**src/rtl/ap_ctrl_perf_monitor.sv**
```systemverilog
// ap_ctrl_perf_monitor
//   Per-channel activity/latency monitor for ap_ctrl_hs style sub-modules.
//   Each channel tracks one transaction at a time.
//   A transaction starts on ap_start and ends on the done handshake
//   (ap_done & ap_continue).
//   For every channel the monitor keeps these statistics:
//     - transaction count
//     - last, minimum and maximum latency
//     - busy cycles
//     - stall cycles (ap_done held while ap_continue is low)
//     - accepted starts (ap_start & ap_ready)
//     - a sticky protocol-error flag
//   All counters saturate at all-ones.
//
// Ports
//   ap_clk, ap_rst_n         clock, asynchronous active-low reset
//   ap_start/ap_ready        per-channel start handshake
//   ap_done/ap_continue      per-channel done handshake
//   finish                   freezes every FSM and statistic while high
//   clear                    synchronous clear of statistics, errors and FSMs
//   rd_en/rd_ch/rd_sel       read request (channel, statistic select)
//   rd_valid/rd_data         registered read response, one cycle after rd_en
//   busy                     per-channel "FSM not idle", registered
//
// rd_sel: 0 txn, 1 last_lat, 2 min_lat, 3 max_lat, 4 busy_cnt, 5 stall_cnt,
//         6 acc_cnt, 7 {err, state[1:0]}

module ap_ctrl_perf_monitor #(
  parameter int NUM_CH = 4,
  parameter int CNT_W  = 32,
  parameter int CH_W   = 5
) (
  input  logic              ap_clk,
  input  logic              ap_rst_n,
  input  logic [NUM_CH-1:0] ap_start,
  input  logic [NUM_CH-1:0] ap_ready,
  input  logic [NUM_CH-1:0] ap_done,
  input  logic [NUM_CH-1:0] ap_continue,
  input  logic              finish,
  input  logic              clear,
  input  logic              rd_en,
  input  logic [CH_W-1:0]   rd_ch,
  input  logic [2:0]        rd_sel,
  output logic              rd_valid,
  output logic [CNT_W-1:0]  rd_data,
  output logic [NUM_CH-1:0] busy
);

  typedef enum logic [1:0] {
    IDLE      = 2'd0,
    BUSY      = 2'd1,
    DONE_WAIT = 2'd2
  } state_t;

  localparam logic [CNT_W-1:0] CNT_ONE = CNT_W'(1);

  function automatic logic [CNT_W-1:0] sat_inc(input logic [CNT_W-1:0] v);
    return (&v) ? v : v + CNT_ONE;
  endfunction

  state_t           state_q     [NUM_CH];
  state_t           state_d     [NUM_CH];
  logic [CNT_W-1:0] lat_q       [NUM_CH];
  logic [CNT_W-1:0] lat_d       [NUM_CH];
  logic [CNT_W-1:0] txn_q       [NUM_CH];
  logic [CNT_W-1:0] txn_d       [NUM_CH];
  logic [CNT_W-1:0] last_lat_q  [NUM_CH];
  logic [CNT_W-1:0] last_lat_d  [NUM_CH];
  logic [CNT_W-1:0] min_lat_q   [NUM_CH];
  logic [CNT_W-1:0] min_lat_d   [NUM_CH];
  logic [CNT_W-1:0] max_lat_q   [NUM_CH];
  logic [CNT_W-1:0] max_lat_d   [NUM_CH];
  logic [CNT_W-1:0] busy_cnt_q  [NUM_CH];
  logic [CNT_W-1:0] busy_cnt_d  [NUM_CH];
  logic [CNT_W-1:0] stall_cnt_q [NUM_CH];
  logic [CNT_W-1:0] stall_cnt_d [NUM_CH];
  logic [CNT_W-1:0] acc_cnt_q   [NUM_CH];
  logic [CNT_W-1:0] acc_cnt_d   [NUM_CH];
  logic             err_q       [NUM_CH];
  logic             err_d       [NUM_CH];

  logic [CNT_W-1:0] rd_value;

  // Next-state and statistic update for every channel.
  // clear overrides finish; finish holds everything.
  always_comb begin
    logic             acc_c;
    logic             dhs_c;
    logic             stall_c;
    logic             cmpl_c;
    logic [CNT_W-1:0] cmpl_lat;
    for (int unsigned i = 0; i < NUM_CH; i++) begin
      state_d[i]     = state_q[i];
      lat_d[i]       = lat_q[i];
      txn_d[i]       = txn_q[i];
      last_lat_d[i]  = last_lat_q[i];
      min_lat_d[i]   = min_lat_q[i];
      max_lat_d[i]   = max_lat_q[i];
      busy_cnt_d[i]  = busy_cnt_q[i];
      stall_cnt_d[i] = stall_cnt_q[i];
      acc_cnt_d[i]   = acc_cnt_q[i];
      err_d[i]       = err_q[i];
      acc_c          = ap_start[i] & ap_ready[i];
      dhs_c          = ap_done[i] & ap_continue[i];
      stall_c        = ap_done[i] & ~ap_continue[i];
      cmpl_c         = 1'b0;
      cmpl_lat       = '0;

      if (clear) begin
        state_d[i]     = IDLE;
        lat_d[i]       = '0;
        txn_d[i]       = '0;
        last_lat_d[i]  = '0;
        min_lat_d[i]   = '1;
        max_lat_d[i]   = '0;
        busy_cnt_d[i]  = '0;
        stall_cnt_d[i] = '0;
        acc_cnt_d[i]   = '0;
        err_d[i]       = 1'b0;
      end else if (!finish) begin
        if (acc_c) begin
          acc_cnt_d[i] = sat_inc(acc_cnt_q[i]);
        end
        // The start cycle already counts as busy even though the FSM is IDLE.
        if ((state_q[i] != IDLE) || ap_start[i]) begin
          busy_cnt_d[i] = sat_inc(busy_cnt_q[i]);
        end

        unique case (state_q[i])
          IDLE: begin
            if (ap_start[i]) begin
              if (dhs_c) begin
                cmpl_c   = 1'b1;
                cmpl_lat = CNT_ONE;
              end else begin
                state_d[i] = BUSY;
                lat_d[i]   = CNT_ONE;
              end
            end else if (dhs_c) begin
              err_d[i] = 1'b1;
            end
          end
          BUSY, DONE_WAIT: begin
            if (dhs_c) begin
              cmpl_c   = 1'b1;
              cmpl_lat = sat_inc(lat_q[i]);
              // Back-to-back: the completing cycle is also cycle 1 of the next one.
              if (ap_start[i]) begin
                state_d[i] = BUSY;
                lat_d[i]   = CNT_ONE;
              end else begin
                state_d[i] = IDLE;
                lat_d[i]   = '0;
              end
            end else begin
              lat_d[i] = sat_inc(lat_q[i]);
              if (stall_c) begin
                state_d[i]     = DONE_WAIT;
                stall_cnt_d[i] = sat_inc(stall_cnt_q[i]);
              end
            end
          end
          default: state_d[i] = IDLE;
        endcase

        if (cmpl_c) begin
          txn_d[i]      = sat_inc(txn_q[i]);
          last_lat_d[i] = cmpl_lat;
          if (cmpl_lat < min_lat_q[i]) begin
            min_lat_d[i] = cmpl_lat;
          end
          if (cmpl_lat > max_lat_q[i]) begin
            max_lat_d[i] = cmpl_lat;
          end
        end
      end
    end
  end

  always_ff @(posedge ap_clk or negedge ap_rst_n) begin
    if (!ap_rst_n) begin
      for (int unsigned i = 0; i < NUM_CH; i++) begin
        state_q[i]     <= IDLE;
        lat_q[i]       <= '0;
        txn_q[i]       <= '0;
        last_lat_q[i]  <= '0;
        min_lat_q[i]   <= '1;
        max_lat_q[i]   <= '0;
        busy_cnt_q[i]  <= '0;
        stall_cnt_q[i] <= '0;
        acc_cnt_q[i]   <= '0;
        err_q[i]       <= 1'b0;
        busy[i]        <= 1'b0;
      end
    end else begin
      for (int unsigned i = 0; i < NUM_CH; i++) begin
        state_q[i]     <= state_d[i];
        lat_q[i]       <= lat_d[i];
        txn_q[i]       <= txn_d[i];
        last_lat_q[i]  <= last_lat_d[i];
        min_lat_q[i]   <= min_lat_d[i];
        max_lat_q[i]   <= max_lat_d[i];
        busy_cnt_q[i]  <= busy_cnt_d[i];
        stall_cnt_q[i] <= stall_cnt_d[i];
        acc_cnt_q[i]   <= acc_cnt_d[i];
        err_q[i]       <= err_d[i];
        busy[i]        <= (state_d[i] != IDLE);
      end
    end
  end

  // Read mux works from the current registers, so a read coinciding with
  // an update returns the pre-update value. Channels >= NUM_CH read as 0.
  always_comb begin
    rd_value = '0;
    for (int unsigned i = 0; i < NUM_CH; i++) begin
      if (rd_ch == CH_W'(i)) begin
        case (rd_sel)
          3'd0:    rd_value = txn_q[i];
          3'd1:    rd_value = last_lat_q[i];
          3'd2:    rd_value = min_lat_q[i];
          3'd3:    rd_value = max_lat_q[i];
          3'd4:    rd_value = busy_cnt_q[i];
          3'd5:    rd_value = stall_cnt_q[i];
          3'd6:    rd_value = acc_cnt_q[i];
          default: rd_value = {{(CNT_W-3){1'b0}}, err_q[i], state_q[i]};
        endcase
      end
    end
  end

  always_ff @(posedge ap_clk or negedge ap_rst_n) begin
    if (!ap_rst_n) begin
      rd_valid <= 1'b0;
      rd_data  <= '0;
    end else begin
      rd_valid <= rd_en;
      if (rd_en) begin
        rd_data <= rd_value;
      end
    end
  end

endmodule

```
**config.mk**
```make
export PLATFORM = sky130hd
export DESIGN_NAME = ap_ctrl_perf_monitor
export DESIGN_NICKNAME = d
export VERILOG_FILES = /design/src/rtl/ap_ctrl_perf_monitor.sv
export SDC_FILE = /design/constraint.sdc
export NUM_CORES = 2
export LEC_CHECK = 0
export ABC_AREA = 1
export CORE_MARGIN = 2
export CORE_UTILIZATION = 45
export CTS_BUF_LIST = sky130_fd_sc_hd__clkbuf_8
export DETAILED_ROUTE_END_ITERATION = 8
export GPL_TIMING_DRIVEN = 0
export PLACE_DENSITY_LB_ADDON = 0.25
export SYNTH_ARGS = -nofsm -noshare
export SYNTH_HDL_FRONTEND = slang
export SYNTH_SLANG_ARGS = --single-unit
export TNS_END_PERCENT = 10
```
**constraint.sdc**
```tcl
create_clock -name ap_clk -period 4 [get_ports ap_clk]
set_input_delay 0.8 -clock ap_clk [delete_from_list [all_inputs] [get_ports ap_clk]]
set_output_delay 0.8 -clock ap_clk [all_outputs]
set_load 0.01 [all_outputs]
```
==> impl_metrics.csv <==
group,metric,value,unit
outcome,status,"complete, but fails checks",
outcome,violations,"max-capacitance violations, max-slew violations, negative setup slack",
grt,grt_pass1_vias,68600,
grt,grtUsageTotal,0.462,
clock_network,cts-htree-levels,4,
grt,grt_max_degree,167,
logic_synthesis,yosys.area.top_type,"dfrtp_1",
place,hpwl,277000,um
floorplan,pin_count,66,
worst_setup_path,cp.arrival,5420,ps
power,power.total,26.4,mW
route,wl,363000,um
worst_setup_path,path_buf_inv,4,
sta,finalHoldViolCount,0,
logic_synthesis,synth_area_leaders,"dfrtp_1 35%, nand2_1 11%, inv_1 8.0%",
clock_network,cts_buffer_depth,3,
hold_path,hold_class,"in2async",
sta,period_needed,4580,ps
logic_synthesis,yosysWarnings,0,
worst_setup_path,required,4830,ps
route,drt_iter0_markers,10900,
clock_network,cts_root_buf,"clkbuf_8",
cells_and_area,areaGrowthSynthToFinish,16.7,%
sta,relSlewSlack,-0.143,
sta,tns,-51200,ps
sta,max_freq,218,MHz
worst_setup_path,path_class,"in2reg",
worst_setup_path,cp-start-kind,"primary input",
worst_setup_path,crit_chain,"clkdlybuf4s50_1 > clkinv_1 > nand3_2 > inv_1 > clkbuf_2 > nand2_1 > o21ai_0 > nor4_1 > o221ai_1 > a21oi_1 > o21ai_0",
sta,skew,57.9,ps
worst_setup_path,cpMostUsedCell,"o21ai_0",
floorplan,fp.dieW,392,um
power,vdd_drop_max,325,uV
clock_network,path_clk_slew,60,ps
worst_setup_path,cp-end-kind,"flip-flop",
cells_and_area,nNetsFinal,10000,
logic_synthesis,synth.top_cell.area_share,0.348,
logic_synthesis,synth.net_count,9643,
floorplan,die_h,392,um
place,portBuffers,63,
logic_synthesis,async_flop_share,1.00,
place,gp_congestion,1.14,
sta,rsz0062_at_grt,"true",
route,wire_per_inst,30.3,um
route,first_pass_iters,8,
power,p_leak,33.4,nW
sta,setup_viol,280,
power,powerDensity,333,nW/um2
floorplan,initial_core_util,0.453,
floorplan,die-area,154000,um2
logic_synthesis,synth_edf_count,0,
route,drtAntennaViolNets,0,
grt,grt_pass1_wl,503000,um
sta,worst_slack,-583,ps
logic_synthesis,synth_flop_cell,"dfrtp_1",
route,vias,74400,
flow_run,cap_violations,8,
sta,whs,376,ps
clock_network,clock_latency,1020,ps
route,viasPerCell,6.23,
place,post-place-ws,-3020,ps
floorplan,rows,142,
logic_synthesis,syn_area_per_cell,7.28,um2
logic_synthesis,syn-cell-area,67900,um2
sta,worst_pin_slew,1710,ps
logic_synthesis,syn_inst,9334,
floorplan,core,150000,um2
grt,overflow,0,
logic_synthesis,synth.distinct_cells,63,
logic_synthesis,yosys_register_bits,1073,
worst_setup_path,critPathTopFamily,"simple AND/OR/NAND/NOR gates",
worst_setup_path,path_max_fanout,10,
clock_network,cts.sinks,1073,
route,route.detailed.drc,0,
worst_setup_path,slowest_stage,"nor4_1",
clock_network,cts_tree,"yes",
grt,antenna_found_initial,57,
cells_and_area,drive_gt1_frac,0.115,
worst_setup_path,max_stage_delay,1170,ps
clock_network,numCtsBuffers,202,
logic_synthesis,synth_seq_area_share,0.398,
sta,post-route-period-util,1.15,
sta,final_max_slew_viol_count,88,
## Yosys cell counts, types with 181 or more instances
| cell type | number |
|---|---|
| xor2_1 | 197 |
| nand2_1 | 2063 |
| clkbuf_1 | 272 |
| nor2_1 | 763 |
| o22ai_1 | 332 |
| dfrtp_1 | 945 |
| ha_1 | 280 |
| nand3_1 | 385 |
| nand4_1 | 181 |
| a21oi_1 | 436 |
| o21ai_0 | 699 |
| inv_1 | 1455 |
| nor4_1 | 190 |
| nor3_1 | 395 |
## per-layer routing
layer,vias up,track usage,share of wire
met5,-,0,0.00046
met4,26,0.307,0.078
met3,1164,0.132,0.12
met2,5017,0.640,0.40
met1,36200,0.622,0.40
li1,32100,-,-
## registers in the layout (all words and copies together) (netlist names)
name,count
acc_cnt_q,128
busy_cnt_q,128
last_lat_q,128
lat_q,128
max_lat_q,128
min_lat_q,128
stall_cnt_q,128
txn_q,128
rd_data,32
state_q,8
busy,4
err_q,4
rd_valid,1
## kinds of logic (layout without fill, tap and decap cells)
family          Yosys count  after routing  share of synthesized area
simple gates           4071           4072                      0.259
compound gates         1882           1882                      0.163
buf+inv                1818           2389                      0.102
flops                  1073           1073                      0.398
fa+ha+maj               280            280                     0.0516
xor+xnor                210            210                     0.0271
other cells               0             32                          0
## timing repair
action / CTS / global route
hold endpoints to repair: 80 / 0
pin swaps: 73 / 63
setup endpoints to repair: 548 / 309
cloned: 9 / 0
gates resized for setup: 515 / 153
setup buffers: 83 / 27
hold buffers: 1 / 0
## where the power goes
part | internal [mW] | total, mW | switching [mW]
registers | 11.2 | 11.4 | 0.187
logic | 0.656 | 3.10 | 2.44
clock network | 6.46 | 11.9 | 5.44
## final timing paths
check,cells after the start,start,endpoint,slack (ps)
min in group ap_clk,1,stall_cnt_q[84]$_DFFE_PN0P_,stall_cnt_q[84]$_DFFE_PN0P_,470
max in group asynchronous,5,ap_rst_n,lat_q[110]$_DFFE_PN0P_,1060
setup / recovery,11,rd_sel[2],rd_data[4]$_DFFE_PN0P_,-580
hold / removal,2,ap_rst_n,lat_q[50]$_DFFE_PN0P_,380
hold reg to reg,1,stall_cnt_q[84]$_DFFE_PN0P_,stall_cnt_q[84]$_DFFE_PN0P_,470
setup reg to reg,27,lat_q[32]$_DFFE_PN0P_,max_lat_q[58]$_DFFE_PN0P_,-270
## cells in the final DEF (no fill, tap or decap), types with 39 or more instances in the layout
| master | netlist | layout |
|---|---|---|
| nand2_1 | 2063 | 1996 |
| inv_1 | 1455 | 1504 |
| dfrtp_1 | 945 | 942 |
| nor2_1 | 763 | 710 |
| o21ai_0 | 699 | 612 |
| a21oi_1 | 436 | 428 |
| nor3_1 | 395 | 378 |
| nand3_1 | 385 | 376 |
| o22ai_1 | 332 | 332 |
| clkbuf_8 | 0 | 272 |
| ha_1 | 280 | 267 |
| nand4_1 | 181 | 181 |
| xor2_1 | 197 | 173 |
| clkbuf_1 | 272 | 165 |
| nor4_1 | 190 | 145 |
| dfstp_2 | 128 | 128 |
| buf_4 | 5 | 119 |
| o31ai_1 | 126 | 114 |
| clkbuf_2 | 0 | 78 |
| nand2_2 | 21 | 70 |
| o21ai_1 | 9 | 69 |
| clkdlybuf4s50_1 | 0 | 62 |
| o221ai_1 | 58 | 58 |
| nor2_2 | 19 | 44 |
| a221oi_1 | 39 | 39 |
| a211oi_1 | 43 | 39 |
## area by class of cell
type | count | area [um2]
diodes | 32 | 80.1
well taps | 2016 | 2520
inverters | 1478 | 5570
plain buffers | 339 | 1860
clock inverters | 114 | 764
fillers | 14700 | 70500
flip-flops and latches | 1073 | 27000
clock buffers | 260 | 3580
repair buffers | 198 | 1990
multi-input cells | 6444 | 35900
## through the flow
| stage | cells | utilization | cell area (um2) |
|---|---|---|---|
| after global placement | 11400 | 0.475 | 71100 |
| after CTS | 11900 | 0.523 | 78400 |
| after floorplan | 9334 | - | 67900 |
| after global routing | 11900 | 0.529 | 79200 |
| final | 12000 | 0.529 | 79200 |
| after detailed placement | 11400 | 0.478 | 71600 |
(Power assumes the default switching activity.)
